<file path="src/rtl/jk_ff_exerciser_if.sv">
// Handshake/bus bundle between the JK exerciser and its host.
// master = exerciser side, slave = host/DUT side.
interface jk_ff_exerciser_if #(
  parameter int STEPS = 8,
  parameter int IDX_W = 4,
  parameter int CNT_W = 4
);
  logic               start;
  logic [2*STEPS-1:0] pattern;
  logic               j;
  logic               k;
  logic               q_in;
  logic               q_bar_in;
  logic               busy;
  logic               done;
  logic               pass;
  logic [CNT_W-1:0]   err_cnt;
  logic [IDX_W-1:0]   err_step;

  modport master (
    input  start, pattern, q_in, q_bar_in,
    output j, k, busy, done, pass,
    output err_cnt, err_step
  );

  modport slave (
    output start, pattern, q_in, q_bar_in,
    input  j, k, busy, done, pass,
    input  err_cnt, err_step
  );
endinterface

</file>
<file path="src/rtl/jk_ff_exerciser.sv">
// JK flip-flop driver/checker with internal reference model.
// Optional q_bar consistency check: define JK_CHK_QBAR_EN.
module jk_ff_exerciser #(
  parameter int STEPS = 8,
  parameter int IDX_W = 4,
  parameter int CNT_W = 4
) (
  input logic clk,
  input logic rst_n,
  jk_ff_exerciser_if.master bus
);

  typedef enum logic [2:0] {
    IDLE, INIT_APPLY, INIT_CHECK,
    APPLY, CHECK, DONE
  } state_e;

  localparam logic [IDX_W-1:0] LAST = IDX_W'(STEPS-1);
  localparam logic [CNT_W-1:0] CMAX = '1;

  state_e             state_q, state_d;
  logic [2*STEPS-1:0] pat_q, pat_d;
  logic [IDX_W-1:0]   idx_q, idx_d, idx_inc;
  logic [IDX_W-1:0]   est_q, est_d;
  logic [CNT_W-1:0]   cnt_q, cnt_d, cnt_sat;
  logic [CNT_W:0]     cnt_sum;
  logic               j_q, j_d, k_q, k_d;
  logic               model_q, model_d;
  logic               first_q, first_d;
  logic               pass_q, pass_d;
  logic               q_mis, qb_mis;
  logic [1:0]         n_mis;
  logic [1:0]         step_cur, step_nxt;

  assign idx_inc = idx_q + IDX_W'(1);

  always_comb begin
    step_cur = '0;
    step_nxt = '0;
    for (int i = 0; i < STEPS; i++) begin
      if (idx_q == IDX_W'(i)) step_cur = pat_q[2*i +: 2];
      if (idx_inc == IDX_W'(i)) step_nxt = pat_q[2*i +: 2];
    end
  end

  // Equality-in-if so an unknown q_in lands on the mismatch side
  always_comb begin
    q_mis = 1'b1;
    if (bus.q_in == model_q) q_mis = 1'b0;
`ifdef JK_CHK_QBAR_EN
    qb_mis = 1'b1;
    if (bus.q_bar_in == ~bus.q_in) qb_mis = 1'b0;
`else
    qb_mis = 1'b0;
`endif
  end

`ifndef JK_CHK_QBAR_EN
  logic unused_qbar;
  assign unused_qbar = bus.q_bar_in;
`endif

  assign n_mis   = {1'b0, q_mis} + {1'b0, qb_mis};
  assign cnt_sum = {1'b0, cnt_q}
                 + {{(CNT_W-1){1'b0}}, n_mis};
  assign cnt_sat = cnt_sum[CNT_W] ? CMAX
                 : cnt_sum[CNT_W-1:0];

  always_comb begin
    state_d = state_q;
    pat_d   = pat_q;
    idx_d   = idx_q;
    est_d   = est_q;
    cnt_d   = cnt_q;
    model_d = model_q;
    first_d = first_q;
    pass_d  = pass_q;
    j_d     = 1'b0;
    k_d     = 1'b0;
    unique case (state_q)
      IDLE: begin
        if (bus.start) begin
          pat_d   = bus.pattern;
          cnt_d   = '0;
          est_d   = '0;
          first_d = 1'b0;
          pass_d  = 1'b0;
          idx_d   = '0;
          k_d     = 1'b1;
          state_d = INIT_APPLY;
        end
      end
      INIT_APPLY: begin
        model_d = 1'b0;
        state_d = INIT_CHECK;
      end
      INIT_CHECK: begin
        if (n_mis != 2'd0) begin
          cnt_d = cnt_sat;
          if (!first_q) begin
            first_d = 1'b1;
            est_d   = LAST;
          end
        end
        {j_d, k_d} = step_cur;
        state_d    = APPLY;
      end
      APPLY: begin
        unique case ({j_q, k_q})
          2'b01:   model_d = 1'b0;
          2'b10:   model_d = 1'b1;
          2'b11:   model_d = ~model_q;
          default: model_d = model_q;
        endcase
        state_d = CHECK;
      end
      CHECK: begin
        if (n_mis != 2'd0) begin
          cnt_d = cnt_sat;
          if (!first_q) begin
            first_d = 1'b1;
            est_d   = idx_q;
          end
        end
        if (idx_q == LAST) begin
          pass_d  = (cnt_d == '0);
          state_d = DONE;
        end else begin
          idx_d      = idx_inc;
          {j_d, k_d} = step_nxt;
          state_d    = APPLY;
        end
      end
      DONE:    state_d = IDLE;
      default: state_d = IDLE;
    endcase
  end

  always_ff @(posedge clk or negedge rst_n) begin
    if (!rst_n) begin
      state_q <= IDLE;
      pat_q   <= '0;
      idx_q   <= '0;
      est_q   <= '0;
      cnt_q   <= '0;
      model_q <= 1'b0;
      first_q <= 1'b0;
      pass_q  <= 1'b0;
      j_q     <= 1'b0;
      k_q     <= 1'b0;
    end else begin
      state_q <= state_d;
      pat_q   <= pat_d;
      idx_q   <= idx_d;
      est_q   <= est_d;
      cnt_q   <= cnt_d;
      model_q <= model_d;
      first_q <= first_d;
      pass_q  <= pass_d;
      j_q     <= j_d;
      k_q     <= k_d;
    end
  end

  assign bus.j        = j_q;
  assign bus.k        = k_q;
  assign bus.busy     = (state_q != IDLE)
                     && (state_q != DONE);
  assign bus.done     = (state_q == DONE);
  assign bus.pass     = pass_q;
  assign bus.err_cnt  = cnt_q;
  assign bus.err_step = est_q;

endmodule

</file>
<file path="src/flat_wrapper.sv">
// flat-port wrapper written by rule: the top's interface ports become plain ports
module jk_ff_exerciser_flat 
#(
  parameter int STEPS = 8,
  parameter int IDX_W = 4,
  parameter int CNT_W = 4
)
  (clk, rst_n, bus_start, bus_pattern, bus_q_in, bus_q_bar_in, bus_j, bus_k, bus_busy, bus_done, bus_pass, bus_err_cnt, bus_err_step);
  jk_ff_exerciser_if #(.STEPS(STEPS), .IDX_W(IDX_W), .CNT_W(CNT_W)) bus_i ();
  input logic clk;
  input logic rst_n;
  input wire logic [$bits(bus_i.start)-1:0] bus_start;
  input wire logic [$bits(bus_i.pattern)-1:0] bus_pattern;
  input wire logic [$bits(bus_i.q_in)-1:0] bus_q_in;
  input wire logic [$bits(bus_i.q_bar_in)-1:0] bus_q_bar_in;
  output wire logic [$bits(bus_i.j)-1:0] bus_j;
  output wire logic [$bits(bus_i.k)-1:0] bus_k;
  output wire logic [$bits(bus_i.busy)-1:0] bus_busy;
  output wire logic [$bits(bus_i.done)-1:0] bus_done;
  output wire logic [$bits(bus_i.pass)-1:0] bus_pass;
  output wire logic [$bits(bus_i.err_cnt)-1:0] bus_err_cnt;
  output wire logic [$bits(bus_i.err_step)-1:0] bus_err_step;
  assign bus_i.start = bus_start;
  assign bus_i.pattern = bus_pattern;
  assign bus_i.q_in = bus_q_in;
  assign bus_i.q_bar_in = bus_q_bar_in;
  assign bus_j = bus_i.j;
  assign bus_k = bus_i.k;
  assign bus_busy = bus_i.busy;
  assign bus_done = bus_i.done;
  assign bus_pass = bus_i.pass;
  assign bus_err_cnt = bus_i.err_cnt;
  assign bus_err_step = bus_i.err_step;
  jk_ff_exerciser #(.STEPS(STEPS), .IDX_W(IDX_W), .CNT_W(CNT_W)) u_core (.clk(clk), .rst_n(rst_n), .bus(bus_i));
endmodule
</file>
<file path="config.mk">
export PLATFORM = sky130hd
export DESIGN_NAME = jk_ff_exerciser_flat
export DESIGN_NICKNAME = d
export VERILOG_FILES = /design/src/rtl/jk_ff_exerciser_if.sv /design/src/rtl/jk_ff_exerciser.sv /design/src/flat_wrapper.sv
export SDC_FILE = /design/constraint.sdc
export NUM_CORES = 1
export LEC_CHECK = 0
export ABC_AREA = 1
export CAP_MARGIN = 5
export CORE_MARGIN = 4
export CORE_UTILIZATION = 40
export DETAILED_ROUTE_END_ITERATION = 10
export PLACE_DENSITY = 0.72
export SLEW_MARGIN = 40
export SYNTH_ARGS = -nofsm -noshare
export SYNTH_HDL_FRONTEND = slang
export SYNTH_SLANG_ARGS = --single-unit
</file>
<file path="constraint.sdc">
create_clock -name clk -period 4.85 [get_ports clk]
set_input_delay 1.455 -clock clk [delete_from_list [all_inputs] [get_ports clk]]
set_output_delay 1.455 -clock clk [all_outputs]
set_load 0.01 [all_outputs]
</file>
# == Yosys cells after proc, flatten, opt, wreduce, memory -nomap -nowiden ==
# Cells that the tools add are included.
# op_classes
muxes,44
eq_ne,33
n_reduce_logical,18
n_bitwise,1
add_sub_neg,2
# op_table
cell,count
$mux 4,9
$eq 4x3->1 const B,8
$mux 2,16
$pmux 4 s3,2
$eq 4x2->1 const B,4
$pmux 3 s5,1
$ne 2x2->1 const B,7
$logic_not 4->1,3
$reduce_and 3->1,3
$eq 4x1->1 const B,2
$pmux 1 s2,4
$pmux 4 s2,1
$mux 1,7
$eq 3x2->1 const B,2
$eq 3x3->1 const B,2
$mux 3,2
$pmux 1 s3,2
$reduce_and 2->1,3
$reduce_and 6->1,1
$reduce_bool 2->1,3
$reduce_bool 3->1,2
$add 4x1->5,1
$add 4x1->4 const B,1
$eq 2x2->1 const B,2
10 further kinds,10
# word_totals
register_bits,36
input_bits,21
word_cells,108
output_inout_bits,13

# == Longest topological paths before layout ==
# Gate-level depths: netlist of the first run.
# depth
word_depth,12
depth_mapped,16
ltp_nobuf,15

# == Worst setup path after synthesis of the first run ==
# Ideal clock, no wire load.
# synth_path
path_kind,in2reg
start,input bus_q_in
end,"register u_core.pass_q, in the netlist u_core.bus.pass"
setup_time_ps,95
t_required_ps,4755
path_buffers,0
arrival_ps,3177
path_stages,11
setup_slack_ps,1577
path_cell_list,or2_2 -> nand2_1 -> inv_1 -> ha_1 -> ha_1 -> inv_1 -> nor3_1 -> or2_2 -> o21ai_0 -> o21ai_1 -> o31ai_1
# synth_via
elab_chain_len,9
# synth_rtl
element,line_no,text
start: declaration,flat_wrapper.sv:14,input wire logic [$bits(bus_i.q_in)-1:0] bus_q_in;
$eq 1x1->1 (*),jk_ff_exerciser.sv:49,if (bus.q_in == model_q) q_mis = 1'b0;
$mux 1,jk_ff_exerciser.sv:49,
$add 4x1->5,jk_ff_exerciser.sv:65,"+ {{(CNT_W-1){1'b0}}, n_mis};"
$mux 4,jk_ff_exerciser.sv:66,assign cnt_sat = cnt_sum[CNT_W] ? CMAX
$mux 4 (*),n/a,
$mux 4 (*),jk_ff_exerciser.sv:80,unique case (state_q)
$logic_not 4->1 (*),jk_ff_exerciser.sv:126,pass_d = (cnt_d == '0);
$mux 1 (*),jk_ff_exerciser.sv:125,if (idx_q == LAST) begin
$pmux 1 s2 (*),jk_ff_exerciser.sv:80,
end signal: assignment,jk_ff_exerciser.sv:159,pass_q <= pass_d;
end: declaration,jk_ff_exerciser.sv:30,"logic pass_q, pass_d;"
# Mark *: on every way between the ends. The rest lies on a longest branch, timed or not. The select of a mux whose other input is x is not followed.
# A chain may end at the register's enable or synchronous reset.

# == Worst setup path in the final report of the first run ==
# Ends and elaborated chain as after synthesis.

==> results of run 1 <==
[through the flow]
stage	setup slack (ps)	instances	instance area, um^2	util [%]
floorplan	1577	298	2173	-
global placement	950.4	397	2564	49.56
detailed placement	901.5	397	2564	49.56
CTS	1193	405	2656	51.35
global route	908.5	405	2656	51.35
finish	1179	405	2656	51.35
[flip-flops by register name (all words and copies together), names as in the netlist]
register	count
u_core.state_q	3
u_core.bus.j	1
u_core.bus.pass	1
u_core.idx_q	4
u_core.first_q	1
u_core.bus.err_step	4
u_core.model_q	1
u_core.bus.err_cnt	4
u_core.bus.k	1
u_core.pat_q	16
[power by group]
group / internal [uW] / total (uW) / switching (uW)
clock network: 113 / 222 / 109
registers: 418 / 510 / 91.9
logic: 282 / 703 / 421
total: 814 / 1440 / 622
[cell type report]
type,count,area (um^2)
fillers,517,2516
clock inverters,2,10.01
repair buffers,33,327.8
well taps,70,87.58
inverters,50,187.7
flip-flops and latches,36,900.9
clock buffers,6,82.58
multi-input cells,208,1060
[path summary, 6_finish.rpt]
kind                            startpoint         endpoint  slack (ps)
max                               bus_q_in  u_core.bus.pass        1180
min                        u_core.pat_q[7]  u_core.pat_q[7]         520
max reg2reg                 u_core.model_q  u_core.bus.pass        2380
min reg2reg                u_core.pat_q[7]  u_core.pat_q[7]         520
max in group asynchronous            rst_n  u_core.pat_q[2]        2950
min in group asynchronous            rst_n  u_core.pat_q[7]        1580
[kinds of logic (layout without fill, tap and decap cells)]
| logic type | after synthesis | after routing | synth area share (%) |
|---|---|---|---|
| and+or+nand+nor | 154 | 154 | 30.86 |
| buffers and inverters | 54 | 91 | 9.787 |
| AOI/OAI and AO/OA | 43 | 43 | 11.17 |
| DFF | 36 | 36 | 41.45 |
| adders and majority gates | 8 | 8 | 4.606 |
| xor gates and xnor gates | 2 | 2 | 1.670 |
| muxes | 1 | 1 | 0.4606 |
[routing by layer]
| metal | up-vias | routed length (um) |
|---|---|---|
| met5 | - | 0 |
| li1 | 1020 | - |
| met4 | 0 | 61 |
| met2 | 51 | 2317 |
| met1 | 931 | 2185 |
| met3 | 7 | 230 |
[layout by cell type, fill, tap and decap left out]
cell,instances
xor2_1,1
nor2_4,2
ha_1,8
o211ai_1,1
nand3_1,21
o21ai_4,1
nand2_1,85
o21ai_1,7
clkdlybuf4s50_1,32
o2111ai_1,1
clkinv_2,2
nor2_1,25
o21ai_0,22
or2_2,4
nor3_1,3
a21oi_1,5
xnor2_4,1
clkbuf_8,6
dfrtp_1,36
o31ai_1,2
nand3b_1,2
mux2i_1,1
buf_4,1
o22ai_1,4
nor2_2,1
inv_1,45
inv_2,5
nand4_1,7
nand2_2,4
[worst reg2reg max path, cell delays in order, from the launching register on]
cell,delay [ps]
dfrtp_1,400
or2_2,270
nand2_1,200
inv_1,120
ha_1,210
ha_1,170
inv_1,70
nor3_1,70
or2_2,280
o21ai_0,240
o21ai_1,110
o31ai_1,240
==> impl_metrics.toml, run 1 <==
[run_status]
status = "completed"

[sta]
period_minus_slack_ps = 3671
hold_slack_ps = 517.1
setup_viol = 0
slew_violations = 0
tightest_slew_ps = 729.9
final_hold_viol_count = 0
rsz0062_at_grt = "no"
finalSetupTns_ps = 0
fin_skew_ps = 4.374
relSlewSlack_pct = 51.29
fin_crit_sh_pct = 75.70
max_freq_mhz = 272.4

[placed_design]
dp_hpwl_um = 3564
portBuffers = 32
place.gp.congestion = 0.8326

[setup_path]
worst_ep_required_time_ps = 5050
cp-end-kind = "register"
cpPeakStageDelay_ps = 410
critical_path.top_delay_family = "simple AND/OR/NAND/NOR gates"
reg2regPathDepth = 11
crit_chain = "clkdlybuf4s50_1, or2_2, nand2_1, inv_1, ha_1, ha_1, inv_1, nor3_1, or2_2, o21ai_0, o21ai_1, o31ai_1"
cp.depth = 12
critPathSlowestCell = "clkdlybuf4s50_1"
crit_path_start_kind = "input port"
crit_buf_inv = 3
worstPathMaxFanout = 8
worstSetupPathType = "in2reg"
cp.arrival_ps = 3870

[logic_synthesis]
syn_inst = 298
syn_area_mm2 = 0.002173
synth_seq_cells = 36
yosys-top-cells-area = "dfrtp_1, nand2_1, inv_1, o21ai_0, nand3_1"
ys.flop_type = "dfrtp_1"
syn_area_per_cell_um2 = 7.293
syn-num-nets = 327
postSynth.asyncResetShare_pct = 100.0
synth_edf_count = 0
synth.top_cell.area_share_pct = 41.45
synthTopCellsByCount = "nand2_1, inv_1, dfrtp_1"
synth_warnings = 0
yosysMostFrequentCell = "nand2_1"
synth_top_area_cell = "dfrtp_1"
yosysSeqAreaShare_pct = 41.45
synthDistinctLibCells = 28

[pwr]
p_leak_uw = 0.001281
vdd_ir_drop_max_uv = 176.0
power_uw = 1436
powerDensity_mw_per_mm2 = 540.5

[clocking]
clock_latency_ps = 290
cts.sinks = 36
htree_levels = 2
path_clk_slew_ps = 70
post-cts-setup-buffer-count = 0
cts-root-buf = "clkbuf_8"
ctsHoldBuffers = 0
cts_resized = 0
cts_buffer_depth = 2
cts_tree = "done"
cts_buffers = 5

[route]
vias_per_cell = 4.960
drc = 0
wl_per_cell_um = 11.84
firstDrtPassIters = 4
vias = 2009
drt_iter0_drc = 90
postRouteAntennaNets = 0
routed_wl_um = 4796

[global_route]
grt_util_met3_pct = 4.057
grt_pass1_vias = 1966
grt_overflow = 0
grt_use_met2_pct = 28.58
grt_antenna_before_repair = 0
busiest_layer = "met2"
grt_usage_pct = 16.15
grt_pass1_wl_um = 8438
grt_use_met1_pct = 18.85
grt_max_degree = 37

[floorplan]
die-area_mm2 = 0.006677
die_y_um = 81.71
die_w_um = 81.71
rows = 26
initial_core_util_pct = 42.02
fp.coreArea_mm2 = 0.005172
pin_count = 34

[cells_and_area]
num_antenna_cells = 0
area_growth_pct = 22.22
nets = 363
drive_gt1_share_pct = 8.060

[job]
drv_cap = 0

[worst_hold_path]
holdPathStages = 2
min_path_type = "reg2reg"
Power figures use the tool's default switching activity.
==> run 2: changes to the inputs <==
==> constraint.sdc (replaced) <==
create_clock -name clk -period 3.56 [get_ports clk]
set_input_delay 1.068 -clock clk [delete_from_list [all_inputs] [get_ports clk]]
set_output_delay 1.068 -clock clk [all_outputs]
set_load 0.01 [all_outputs]
==> impl_metrics.toml, run 2 (synthesis results as in run 1) <==
[run_status]
status = "completed"

[placed_design]
place.gp.congestion = 0.8561
dp.cells = 400
portBuffers = 32
dp_hpwl_um = 3601

[clocking]
path_clk_slew_ps = 70
cts_resized = 0
cts_buffer_depth = 2
cts.sinks = 36
cts_buffers = 5
htree_levels = 2
cts-root-buf = "clkbuf_8"
clock_latency_ps = 290
ctsHoldBuffers = 0
post-cts-setup-buffer-count = 0
cts_tree = "done"

[job]
drv_cap = 0

[route]
drc = 0
vias = 1943
firstDrtPassIters = 4
vias_per_cell = 4.762
drt_iter0_drc = 67
postRouteAntennaNets = 0
routed_wl_um = 4760
wl_per_cell_um = 11.67

[floorplan]
fp.coreArea_mm2 = 0.005172
rows = 26
die-area_mm2 = 0.006677
die_y_um = 81.71
initial_core_util_pct = 42.02
pin_count = 34
die_w_um = 81.71

[sta]
slew_violations = 0
tightest_slew_ps = 448.2
setup_viol = 0
fin_crit_sh_pct = 86.24
final_hold_viol_count = 0
period_minus_slack_ps = 3070
fin_skew_ps = 3.700
rsz0062_at_grt = "no"
max_freq_mhz = 325.7
finalSetupTns_ps = 0
relSlewSlack_pct = 70.12

[setup_path]
cp-end-kind = "register"
worstPathMaxFanout = 3
cp.arrival_ps = 3260
cpPeakStageDelay_ps = 410
critical_path.top_delay_family = "simple AND/OR/NAND/NOR gates"
crit_path_start_kind = "input port"
worstSetupPathType = "in2reg"
critPathSlowestCell = "clkdlybuf4s50_1"
worst_ep_required_time_ps = 3750
crit_chain = "clkdlybuf4s50_1, or2_2, nand2_1, inv_1, ha_1, ha_1, inv_1, nor3_1, or2_2, o21ai_0, o21ai_1, o31ai_1"
crit_buf_inv = 3

[pwr]
powerDensity_mw_per_mm2 = 750.1
p_leak_uw = 0.001299
vdd_ir_drop_max_uv = 298.3
power_uw = 2021

[global_route]
grt_antenna_before_repair = 0
grt_overflow = 0
grt_pass1_vias = 1932
grt_max_degree = 37
grt_pass1_wl_um = 8335
grt_usage_pct = 16.14

[cells_and_area]
area_growth_pct = 23.95
fillers = 518
largest_reg_flops = 16
num_antenna_cells = 0
instances_no_fill = 408
final_cell_mix = "nand2_1, inv_1, dfrtp_1"
final_util_pct = 52.08
nets = 366
top_register = "u_core.pat_q"
final_common_cell = "nand2_1"
drive_gt1_share_pct = 8.580

[worst_hold_path]
min_path_type = "reg2reg"
==> run 2: cell types whose count changed in the layout (fill, tap and decap cells not counted), sizes merged <==
| cell | delta |
|---|---|
| buf | +3 |
| bufinv | +1 |
| clkinv | -1 |
==> run 2: layout make-up <==
type                       instances  area [um^2]  area share [%]
multi-input combinational        208         1060           39.34
sequential                        36        900.9           33.44
inverter                          50        187.7           6.967
tap                               70        87.58           3.251
timing repair buffer              36        350.3           13.01
clock buffer                       6        72.57           2.694
clock inverter                     2        35.03           1.301
==> run 2: power breakdown <==
group | total (uW) | leakage, uW | switching (uW) | internal [uW]
clock network | 353 | 0.0000552 | 145 | 208
registers | 696 | 0.000463 | 126 | 570
logic | 971 | 0.000781 | 576 | 395
total | 2020 | 0.00130 | 848 | 1170
==> run 2: final timing paths <==
| check | startpoint | to | slack [ps] | cells past startpoint |
|---|---|---|---|---|
| worst max-delay path | bus_q_in | u_core.bus.pass | 490 | 12 |
| worst min-delay path | u_core.pat_q[11] | u_core.pat_q[11] | 510 | 2 |
| worst max register to register | u_core.model_q | u_core.bus.pass | 1280 | 11 |
| worst min register to register | u_core.pat_q[11] | u_core.pat_q[11] | 510 | 2 |
| max in group asynchronous | rst_n | u_core.idx_q[1] | 2060 | 2 |
| min in group asynchronous | rst_n | u_core.pat_q[13] | 1190 | 2 |
==> run 2: stage by stage <==
step | hold WS, ps | setup WS (ps) | area (um^2)
final | 512.4 | 489.9 | 2694
after global placement | 490.2 | 241.6 | 2586
after detailed placement | 492.8 | 168.5 | 2586
after global routing | 547.3 | 202.4 | 2694
after floorplan | 457.8 | 674.4 | 2173
after CTS | 510.1 | 459.6 | 2694
==> run 2: metal layers <==
layer,wire [um],up-vias,track usage [%]
met5,0,-,0
met4,52,0,4.485
met3,238,6,4.057
met2,2274,47,28.26
met1,2196,872,19.64
li1,-,1018,-
==> run 2: worst min-delay path: stages, from the launching register on <==
cell and delay [ps]:
dfrtp_1 370, nand2_1 60, nand2_1 50
==> run 3: changes to the inputs <==
--- a/config.mk
+++ b/config.mk
@@ -10,7 +10,9 @@
 export CORE_MARGIN = 4
 export CORE_UTILIZATION = 40
 export DETAILED_ROUTE_END_ITERATION = 10
+export MAX_ROUTING_LAYER = met4
 export PLACE_DENSITY = 0.72
+export RECOVER_POWER = 25
 export SLEW_MARGIN = 40
 export SYNTH_ARGS = -nofsm -noshare
 export SYNTH_HDL_FRONTEND = slang
==> impl_metrics.toml, run 3 (synthesis results as in run 1) <==
[sta]
setup_viol = 0
finalSetupTns_ps = 0
tightest_slew_ps = 1892
fin_skew_ps = 3.912
rsz0062_at_grt = "no"
relSlewSlack_pct = -26.16
fin_crit_sh_pct = 86.24
slew_violations = 37
final_hold_viol_count = 0
max_freq_mhz = 325.7
period_minus_slack_ps = 3070

[clocking]
htree_levels = 2
cts_buffer_depth = 2
path_clk_slew_ps = 70
cts_resized = 0
post-cts-setup-buffer-count = 0
cts.sinks = 36
cts-root-buf = "clkbuf_8"
cts_buffers = 5
ctsHoldBuffers = 0
clock_latency_ps = 290
cts_tree = "done"

[floorplan]
die_y_um = 81.71
die_w_um = 81.71
die-area_mm2 = 0.006677
rows = 26
initial_core_util_pct = 42.02
pin_count = 34
fp.coreArea_mm2 = 0.005172

[cells_and_area]
num_antenna_cells = 0
drive_gt1_share_pct = 8.284
top_register = "u_core.pat_q"
nets = 366
multi_input_area_mm2 = 0.001060
final_common_cell = "nand2_1"
largest_reg_flops = 16
final_util_pct = 52.01
final_cell_mix = "nand2_1, inv_1, dfrtp_1"
area_growth_pct = 23.78
seq_area_um2 = 900.9
fillers = 520

[setup_path]
crit_chain = "clkdlybuf4s50_1, or2_2, nand2_1, inv_1, ha_1, ha_1, inv_1, nor3_1, or2_2, o21ai_0, o21ai_1, o31ai_1"
cpPeakStageDelay_ps = 410
crit_path_start_kind = "input port"
critPathSlowestCell = "clkdlybuf4s50_1"
cp-end-kind = "register"
cp.arrival_ps = 3260
worst_ep_required_time_ps = 3750
worstPathMaxFanout = 3
worstSetupPathType = "in2reg"

[pwr]
vdd_ir_drop_max_uv = 298.8
p_sw_share_pct = 42.02
power_frac_seq_pct = 34.5
powerDensity_mw_per_mm2 = 751.5
power_frac_clock_pct = 17.5
internal_power_uw = 1172
p_leak_uw = 0.001296
p_sw_uw = 849.4
power_frac_comb_pct = 48.1

[placed_design]
dp_hpwl_um = 3601
place.gp.congestion = 0.8698
portBuffers = 32

[route]
routed_wl_um = 4776
drc = 0
postRouteAntennaNets = 0
vias_per_cell = 4.809
firstDrtPassIters = 4
vias = 1962
drt_iter0_drc = 69
wl_per_cell_um = 11.71

[global_route]
grt_antenna_before_repair = 0
grt_usage_pct = 16.60
grt_overflow = 0
grt_pass1_vias = 1932
grt_pass1_wl_um = 8328
grt_max_degree = 37

[run_status]
status = "finished with violations"
violations = "max-capacitance violations, max-slew violations"

[job]
drv_cap = 1

[worst_hold_path]
min_path_type = "reg2reg"
-- run 3: cell count changes in the layout (fill, tap and decap cells not counted), sizes merged --
cell / change
buf: -1
clkbuf: +1
clkdlybuf4s50: -1
dlygate4sd3: +1
-- run 3: power groups by stage --
stage / Combinational (uW) / Clock (uW) / Sequential, uW
floorplan: 663 / 0 / 687
global placement: 953 / 0 / 695
detailed placement: 972 / 0 / 703
CTS: 980 / 364 / 696
global route: 1120 / 380 / 719
finish: 971 / 353 / 697
-- run 3: area by class of cell --
class | instances | share of cell area (%)
clock inverters | 2 | 1.302
flip-flops and latches | 36 | 33.49
well taps | 70 | 3.256
multi-input cells | 208 | 39.40
inverters | 50 | 6.977
repair buffers | 36 | 12.88
clock buffers | 6 | 2.698
-- run 3: routing by layer --
layer	vias up	global-route usage, %	routed length (um)
met3	6	3.947	208
met4	0	4.485	52
met5	-	-	0
li1	1019	-	-
met1	886	19.71	2243
met2	51	28.26	2273
-- run 3: worst paths after layout --
kind / start / endpoint / slack [ps] / cells after the start
worst max-delay path: bus_q_in / u_core.bus.pass / 490 / 12
worst min-delay path: u_core.pat_q[11] / u_core.pat_q[11] / 510 / 2
worst max register to register: u_core.model_q / u_core.bus.pass / 1280 / 11
worst min register to register: u_core.pat_q[11] / u_core.pat_q[11] / 510 / 2
max in group asynchronous: rst_n / u_core.idx_q[1] / 640 / 2
min in group asynchronous: rst_n / u_core.pat_q[13] / 1840 / 2
-- run 3: stage by stage --
stage	instances	power [uW]	hold slack [ps]	setup slack, ps	area (um^2)
after floorplan	298	1350	457.8	674.4	2173
after global placement	400	1648	490.2	241.6	2586
after detailed placement	400	1675	492.8	168.5	2586
after CTS	408	2040	510.1	459.6	2694
after global routing	408	2221	547.3	202.4	2690
final	408	2021	513.6	489.9	2690
-- run 3: critical path, delay by kind of cell --
kind	cells	cell delay [ps]
buffers and inverters	3	560
adder cells (fa/ha/maj)	2	370
AO/OA/AOI/OAI	3	550
AND/OR/NAND/NOR	4	710
